==> src/rtl/fifo_pkg.sv <==
// fifo_pkg: shared constants and sizing helper for the multi-depth FIFO
package fifo_pkg;
  localparam int DEFAULT_DATA_WIDTH = 64;
  function automatic int clog2p1(input int depth);
    return $clog2(depth + 1);
  endfunction
endpackage

==> src/rtl/multi_depth_fifo_if.sv <==
// multi_depth_fifo_if: write/read handshake, occupancy and error bundle
interface multi_depth_fifo_if
  import fifo_pkg::*;
#(
  parameter int DATA_WIDTH = DEFAULT_DATA_WIDTH,
  parameter int DEPTH      = 4
);
  localparam int CW = clog2p1(DEPTH);
  logic [DATA_WIDTH-1:0] w_data;
  logic                  w_inc;
  logic                  w_full;
  logic                  w_almost_full;
  logic [DATA_WIDTH-1:0] r_data;
  logic                  r_inc;
  logic                  r_empty;
  logic                  r_almost_empty;
  logic [CW-1:0]         count;
  logic                  err_clr;
  logic                  overflow;
  logic                  underflow;
  modport master (
    output w_data, w_inc, r_inc, err_clr,
    input  w_full, w_almost_full, r_data, r_empty, r_almost_empty, count, overflow, underflow
  );
  modport slave (
    input  w_data, w_inc, r_inc, err_clr,
    output w_full, w_almost_full, r_data, r_empty, r_almost_empty, count, overflow, underflow
  );
endinterface

==> src/rtl/fifo_ptr_ctrl.sv <==
// fifo_ptr_ctrl: wrap-around pointers, occupancy count, status and sticky error flags
module fifo_ptr_ctrl
  import fifo_pkg::*;
#(
  parameter int DEPTH               = 4,
  parameter int ALMOST_FULL_THRESH  = DEPTH - 1,
  parameter int ALMOST_EMPTY_THRESH = 1,
  parameter int PW                  = $clog2(DEPTH),
  parameter int CW                  = clog2p1(DEPTH)
) (
  input  logic          clk,
  input  logic          rst,
  input  logic          w_inc,
  input  logic          r_inc,
  input  logic          err_clr,
  output logic          w_en,
  output logic          r_en,
  output logic [PW-1:0] w_ptr,
  output logic [PW-1:0] r_ptr,
  output logic [CW-1:0] count,
  output logic          w_full,
  output logic          w_almost_full,
  output logic          r_empty,
  output logic          r_almost_empty,
  output logic          overflow,
  output logic          underflow
);
  function automatic logic [PW-1:0] wrap_inc(input logic [PW-1:0] p);
    return p == PW'(DEPTH - 1) ? '0 : p + 1'b1;
  endfunction
  // flags come from the registered count only, so read and write accepts never depend on each other
  always_comb begin
    w_full         = count == CW'(DEPTH);
    r_empty        = count == '0;
    w_almost_full  = 32'(count) >= ALMOST_FULL_THRESH;
    r_almost_empty = 32'(count) <= ALMOST_EMPTY_THRESH;
    w_en           = w_inc && !w_full;
    r_en           = r_inc && !r_empty;
  end
  // pointers advance on accepted operations and wrap at DEPTH-1
  always_ff @(posedge clk or posedge rst) begin
    if (rst) begin
      w_ptr <= '0;
      r_ptr <= '0;
    end else begin
      if (w_en) w_ptr <= wrap_inc(w_ptr);
      if (r_en) r_ptr <= wrap_inc(r_ptr);
    end
  end
  // occupancy holds when both or neither operation is accepted
  always_ff @(posedge clk or posedge rst) begin
    if (rst) count <= '0;
    else if (w_en != r_en) count <= w_en ? count + 1'b1 : count - 1'b1;
  end
  // sticky errors; a new error in the clearing cycle wins
  always_ff @(posedge clk or posedge rst) begin
    if (rst) begin
      overflow  <= 1'b0;
      underflow <= 1'b0;
    end else begin
      overflow  <= (w_inc && w_full) || (overflow && !err_clr);
      underflow <= (r_inc && r_empty) || (underflow && !err_clr);
    end
  end
endmodule

==> src/rtl/multi_depth_fifo.sv <==
// multi_depth_fifo: parametrised synchronous FIFO with show-ahead or registered read
module multi_depth_fifo
  import fifo_pkg::*;
#(
  parameter int DATA_WIDTH          = DEFAULT_DATA_WIDTH,
  parameter int DEPTH               = 4,
  parameter int ALMOST_FULL_THRESH  = DEPTH - 1,
  parameter int ALMOST_EMPTY_THRESH = 1,
  parameter bit SHOW_AHEAD          = 1'b1
) (
  input logic               clk,
  input logic               rst,
  multi_depth_fifo_if.slave bus
);
  localparam int PW = $clog2(DEPTH);
  logic                  w_en;
  logic                  r_en;
  logic [PW-1:0]         w_ptr;
  logic [PW-1:0]         r_ptr;
  logic [DATA_WIDTH-1:0] rd_q;
  logic [DATA_WIDTH-1:0] mem [DEPTH];
  fifo_ptr_ctrl #(
    .DEPTH              (DEPTH),
    .ALMOST_FULL_THRESH (ALMOST_FULL_THRESH),
    .ALMOST_EMPTY_THRESH(ALMOST_EMPTY_THRESH)
  ) u_ctrl (
    .clk           (clk),
    .rst           (rst),
    .w_inc         (bus.w_inc),
    .r_inc         (bus.r_inc),
    .err_clr       (bus.err_clr),
    .w_en          (w_en),
    .r_en          (r_en),
    .w_ptr         (w_ptr),
    .r_ptr         (r_ptr),
    .count         (bus.count),
    .w_full        (bus.w_full),
    .w_almost_full (bus.w_almost_full),
    .r_empty       (bus.r_empty),
    .r_almost_empty(bus.r_almost_empty),
    .overflow      (bus.overflow),
    .underflow     (bus.underflow)
  );
  // storage is not reset; writes are blocked while reset is held so nothing lands mid-reset
  always_ff @(posedge clk) begin
    if (w_en && !rst) mem[w_ptr] <= bus.w_data;
  end
  // registered read data, loaded only on an accepted read
  always_ff @(posedge clk or posedge rst) begin
    if (rst) rd_q <= '0;
    else if (r_en) rd_q <= mem[r_ptr];
  end
  assign bus.r_data = SHOW_AHEAD ? mem[r_ptr] : rd_q;
endmodule

==> src/flat_wrapper.sv <==
// flat-port wrapper written by rule: the top's interface ports become plain ports
module multi_depth_fifo_flat import fifo_pkg::*;
#(
  parameter int DATA_WIDTH          = DEFAULT_DATA_WIDTH,
  parameter int DEPTH               = 4,
  parameter int ALMOST_FULL_THRESH  = DEPTH - 1,
  parameter int ALMOST_EMPTY_THRESH = 1,
  parameter bit SHOW_AHEAD          = 1'b1
)
  (clk, rst, bus_w_data, bus_w_inc, bus_r_inc, bus_err_clr, bus_w_full, bus_w_almost_full, bus_r_data, bus_r_empty, bus_r_almost_empty, bus_count, bus_overflow, bus_underflow);
  multi_depth_fifo_if #(.DATA_WIDTH(DATA_WIDTH), .DEPTH(DEPTH)) bus_i ();
  input logic clk;
  input logic rst;
  input wire logic [$bits(bus_i.w_data)-1:0] bus_w_data;
  input wire logic [$bits(bus_i.w_inc)-1:0] bus_w_inc;
  input wire logic [$bits(bus_i.r_inc)-1:0] bus_r_inc;
  input wire logic [$bits(bus_i.err_clr)-1:0] bus_err_clr;
  output wire logic [$bits(bus_i.w_full)-1:0] bus_w_full;
  output wire logic [$bits(bus_i.w_almost_full)-1:0] bus_w_almost_full;
  output wire logic [$bits(bus_i.r_data)-1:0] bus_r_data;
  output wire logic [$bits(bus_i.r_empty)-1:0] bus_r_empty;
  output wire logic [$bits(bus_i.r_almost_empty)-1:0] bus_r_almost_empty;
  output wire logic [$bits(bus_i.count)-1:0] bus_count;
  output wire logic [$bits(bus_i.overflow)-1:0] bus_overflow;
  output wire logic [$bits(bus_i.underflow)-1:0] bus_underflow;
  assign bus_i.w_data = bus_w_data;
  assign bus_i.w_inc = bus_w_inc;
  assign bus_i.r_inc = bus_r_inc;
  assign bus_i.err_clr = bus_err_clr;
  assign bus_w_full = bus_i.w_full;
  assign bus_w_almost_full = bus_i.w_almost_full;
  assign bus_r_data = bus_i.r_data;
  assign bus_r_empty = bus_i.r_empty;
  assign bus_r_almost_empty = bus_i.r_almost_empty;
  assign bus_count = bus_i.count;
  assign bus_overflow = bus_i.overflow;
  assign bus_underflow = bus_i.underflow;
  multi_depth_fifo #(.DATA_WIDTH(DATA_WIDTH), .DEPTH(DEPTH), .ALMOST_FULL_THRESH(ALMOST_FULL_THRESH), .ALMOST_EMPTY_THRESH(ALMOST_EMPTY_THRESH), .SHOW_AHEAD(SHOW_AHEAD)) u_core (.clk(clk), .rst(rst), .bus(bus_i));
endmodule
==> config.mk <==
export PLATFORM = sky130hd
export DESIGN_NAME = multi_depth_fifo_flat
export DESIGN_NICKNAME = d
export VERILOG_FILES = /design/src/rtl/fifo_pkg.sv /design/src/rtl/multi_depth_fifo_if.sv /design/src/rtl/fifo_ptr_ctrl.sv /design/src/rtl/multi_depth_fifo.sv /design/src/flat_wrapper.sv
export SDC_FILE = /design/constraint.sdc
export NUM_CORES = 1
export LEC_CHECK = 0
export ABC_AREA = 1
export CAP_MARGIN = 20
export CORE_AREA = 4 4 144 174
export CTS_CLUSTER_SIZE = 28
export DETAILED_ROUTE_END_ITERATION = 8
export DIE_AREA = 0 0 148 178
export DONT_BUFFER_PORTS = 1
export PLACE_DENSITY = 0.72
export SYNTH_ARGS = -nofsm -noshare
export SYNTH_HDL_FRONTEND = slang
export SYNTH_HIERARCHICAL = 1
export SYNTH_SLANG_ARGS = --single-unit
==> constraint.sdc <==
create_clock -name clk -period 7.5 [get_ports clk]
set_input_delay 0.75 -clock clk [delete_from_list [all_inputs] [get_ports clk]]
set_output_delay 0.75 -clock clk [all_outputs]
set_load 0.03 [all_outputs]
==> flow_metrics.tcl <==
set metrics [dict create \
    outcome "complete, no violations" \
    power.density_mw_per_mm2 383 \
    nets 1155 \
    setup_violations 0 \
    finalPower_uw 4750 \
    yosys_warnings 6 \
    p_leak_uw 0.00559 \
    holdCritPathClass "input pin to asynchronous set/reset pin" \
    gr-usage-all-layers_pct 15.9 \
    cp-end-kind "output port" \
    fill_cells 1893 \
    drc 0 \
    synth_edf_count 256 \
    numClockSinks 265 \
    cts_tree "done" \
    h-tree-depth 1 \
    clk_pin_slew_ns 0.06 \
    worst-setup-path-type "flop to output port" \
    ys_top_cells_by_area "edfxtp_1, nand2_1, inv_1, nand3_1, dfrtp_1" \
    overflow 0 \
    start_util_pct 48.9 \
    yosysSeqAreaShare_pct 69.7 \
    diodes 0 \
    cts_hold_buf 0 \
    synth_cell_types 22 \
    worst-path-buf-inv 2 \
    crit_top_cell "nand2_1" \
    critPathLaunchType "flop" \
    r2r_slack_ns 3.97 \
    routed_wl_um 21000 \
    die_w_um 148 \
    die_y_um 178 \
    ir_worst_vdd_mv 0.263 \
    place_area_mm2 0.0116 \
    drv_cap 0 \
    arrival_ns 3.00 \
    wl_per_cell_um 14.8 \
    netlist.top_cell.by_area "edfxtp_1" \
    period_minus_slack_ns 3.75 \
    worstPathMaxFanout 92 \
    crit_chain "inv_4 > buf_4 > nand2_1 > nand3_1 > nand2_1" \
    seqCellArea_mm2 0.00792 \
    crit_path_max_incr_delay_ns 0.84 \
    drtPass1Iterations 4 \
    max_freq_mhz 267 \
    grt_pass1_vias 6485 \
    core_mm2 0.0232 \
    synth_top_flop_cell "edfxtp_1" \
    cp_slowest_cell "buf_4" \
    io_buffers 0 \
    fin_area_mm2 0.0124 \
    drv_slew 0 \
    hold_violations 0 \
    gp_congestion 0.757 \
    post_cts_resized 0 \
    rsz0062_at_grt "false" \
    worstPathRequired_ns 6.75 \
    grt_first_pass_wirelength_um 32900 \
    drive_above_1_share_pct 6.11 \
    finClkSkew_ns 0.00766 \
    multi_input_area_mm2 0.00220 \
    cts_buffers 25 \
    rr_worst_depth 6 \
    grt_start_max_net_pins 93 \
    vias_per_cell 4.71 \
    yosysTopAreaCellShare_pct 67.7 \
    post-cts-setup-buffers 0 \
    antenna_left 0 \
    worst_pin_slew_ns 1.05 \
    max_slew_margin_pct 30.3 \
    via_count 6649 \
    syn_to_final_growth_pct 9.18 \
    fp.dieArea_mm2 0.0263 \
    drt_iter0_drc 259 \
    cts_buffer_depth 3 \
    crit_family "buffers and inverters" \
    ys_ff_latch 265 \
    synth_area_mm2 0.0113 \
    postSynthAreaPerCell_um2 10.5 \
    async_flop_share_pct 3.40 \
    dp_hpwl_um 12300 \
    io_pins 142 \
    crit_cells 5 \
    worstSkewPairLatency_ns 0.52 \
    antenna_found_initial 0 \
    ctsRootBufferMaster "clkbuf_16" \
    placementRows 61 \
    synth_nets 1159 \
    tns_ns 0 \
    post-route-period-util_pct 50.0 \
    synthCells 1083 \
]
-- final timing paths --
kind	startpoint	endpoint
max	u_core/u_ctrl/r_ptr[0]	bus_r_data[23]
min in group clk	bus_w_data[39]	u_core/mem[1][39]
min	rst	u_core/u_ctrl/r_ptr[0]
max in group asynchronous	rst	u_core/u_ctrl/r_ptr[0]
max reg2reg	u_core/u_ctrl/count[0]	u_core/mem[0][13]
min reg2reg	u_core/u_ctrl/w_ptr[1]	u_core/u_ctrl/w_ptr[1]
-- per-stage QoR --
stage / hold WS (ns) / utilization [%] / setup WS, ns / cells
finish: 0.0942 / 53.4 / 3.75 / 1412
global route: 0.0909 / 53.4 / 3.54 / 1412
CTS: 0.0902 / 53.4 / 3.71 / 1412
detailed placement: 0.579 / 50.0 / 3.91 / 1367
global placement: 0.575 / 50.0 / 4.00 / 1367
floorplan: 0.507 / - / 1.19 / 1083
-- cell families (layout without fill, tap and decap cells) --
| logic type | count (synthesis) | in the layout | synth area share [%] |
|---|---|---|---|
| and+or+nand+nor | 490 | 490 | 18.0 |
| adders and majority gates | 7 | 7 | 0.772 |
| AOI/OAI and AO/OA | 7 | 7 | 0.375 |
| buffers and inverters | 314 | 328 | 11.1 |
| DFF | 265 | 265 | 69.7 |
-- synthesized netlist by cell type, types with 2 or more instances --
| library cell | instances |
|---|---|
| inv_1 | 270 |
| buf_2 | 21 |
| buf_4 | 14 |
| nand2_4 | 3 |
| clkbuf_1 | 4 |
| ha_1 | 7 |
| nand2_1 | 344 |
| nor3_1 | 4 |
| o21ai_0 | 3 |
| inv_2 | 3 |
| nor2_1 | 3 |
| nand3_1 | 131 |
| buf_1 | 2 |
| nand2_2 | 3 |
| edfxtp_1 | 256 |
| dfrtp_1 | 9 |
-- metal layers --
metal | global-route usage, % | part of all wire [%]
met1 | 17.1 | 38
met2 | 29.6 | 51
met3 | 5.18 | 8.4
met4 | 4.74 | 2.3
met5 | 0 | 0
-- layout make-up --
type                    instances  area share, %
flip-flops and latches        265           63.9
multi-input cells             504           17.7
inverters                     273           8.29
clock inverters                17           1.14
well taps                     315           3.18
clock buffers                  28           5.14
repair buffers                 10          0.606
-- power by group --
group	total, µW	internal (µW)	switching (µW)
Clock	1180	680	503
Sequential	1910	1800	109
Combinational	1650	314	1340
Total	4750	2800	1950
-- registers in the layout (all words and copies together) (netlist names) --
name	flops
u_core/u_ctrl/overflow	1
u_core/u_ctrl/underflow	1
u_core/u_ctrl/w_ptr	2
u_core/mem	256
u_core/u_ctrl/r_ptr	2
u_core/u_ctrl/count	3
-- worst register-to-register path, stage by stage, from the launching register on --
cell     delay (ns)
dfrtp_1        0.58
inv_1          0.17
ha_1           0.30
a21oi_2        0.30
nand2_1        0.20
nor3_2         0.77
buf_4          0.80
-- cell usage in the layout, fill, tap and decap left out --
master,count
nand2_2,3
a21oi_2,1
nand3_1,131
buf_4,10
o21ai_0,3
nand3b_1,1
o22ai_1,1
inv_2,2
dfrtp_1,7
nand3_2,1
inv_4,1
clkbuf_16,25
edfxtp_1,256
nand2_4,3
ha_1,7
bufinv_16,2
dfrtp_2,1
dfrtp_4,1
inv_1,270
nand2_1,344
clkinv_1,2
clkinvlp_4,2
o21a_1,1
clkbuf_1,3
inv_6,1
nor2_1,3
clkinv_2,10
a21oi_1,1
nor3_2,4
No activity file was read; power rests on OpenSTA's default activity.
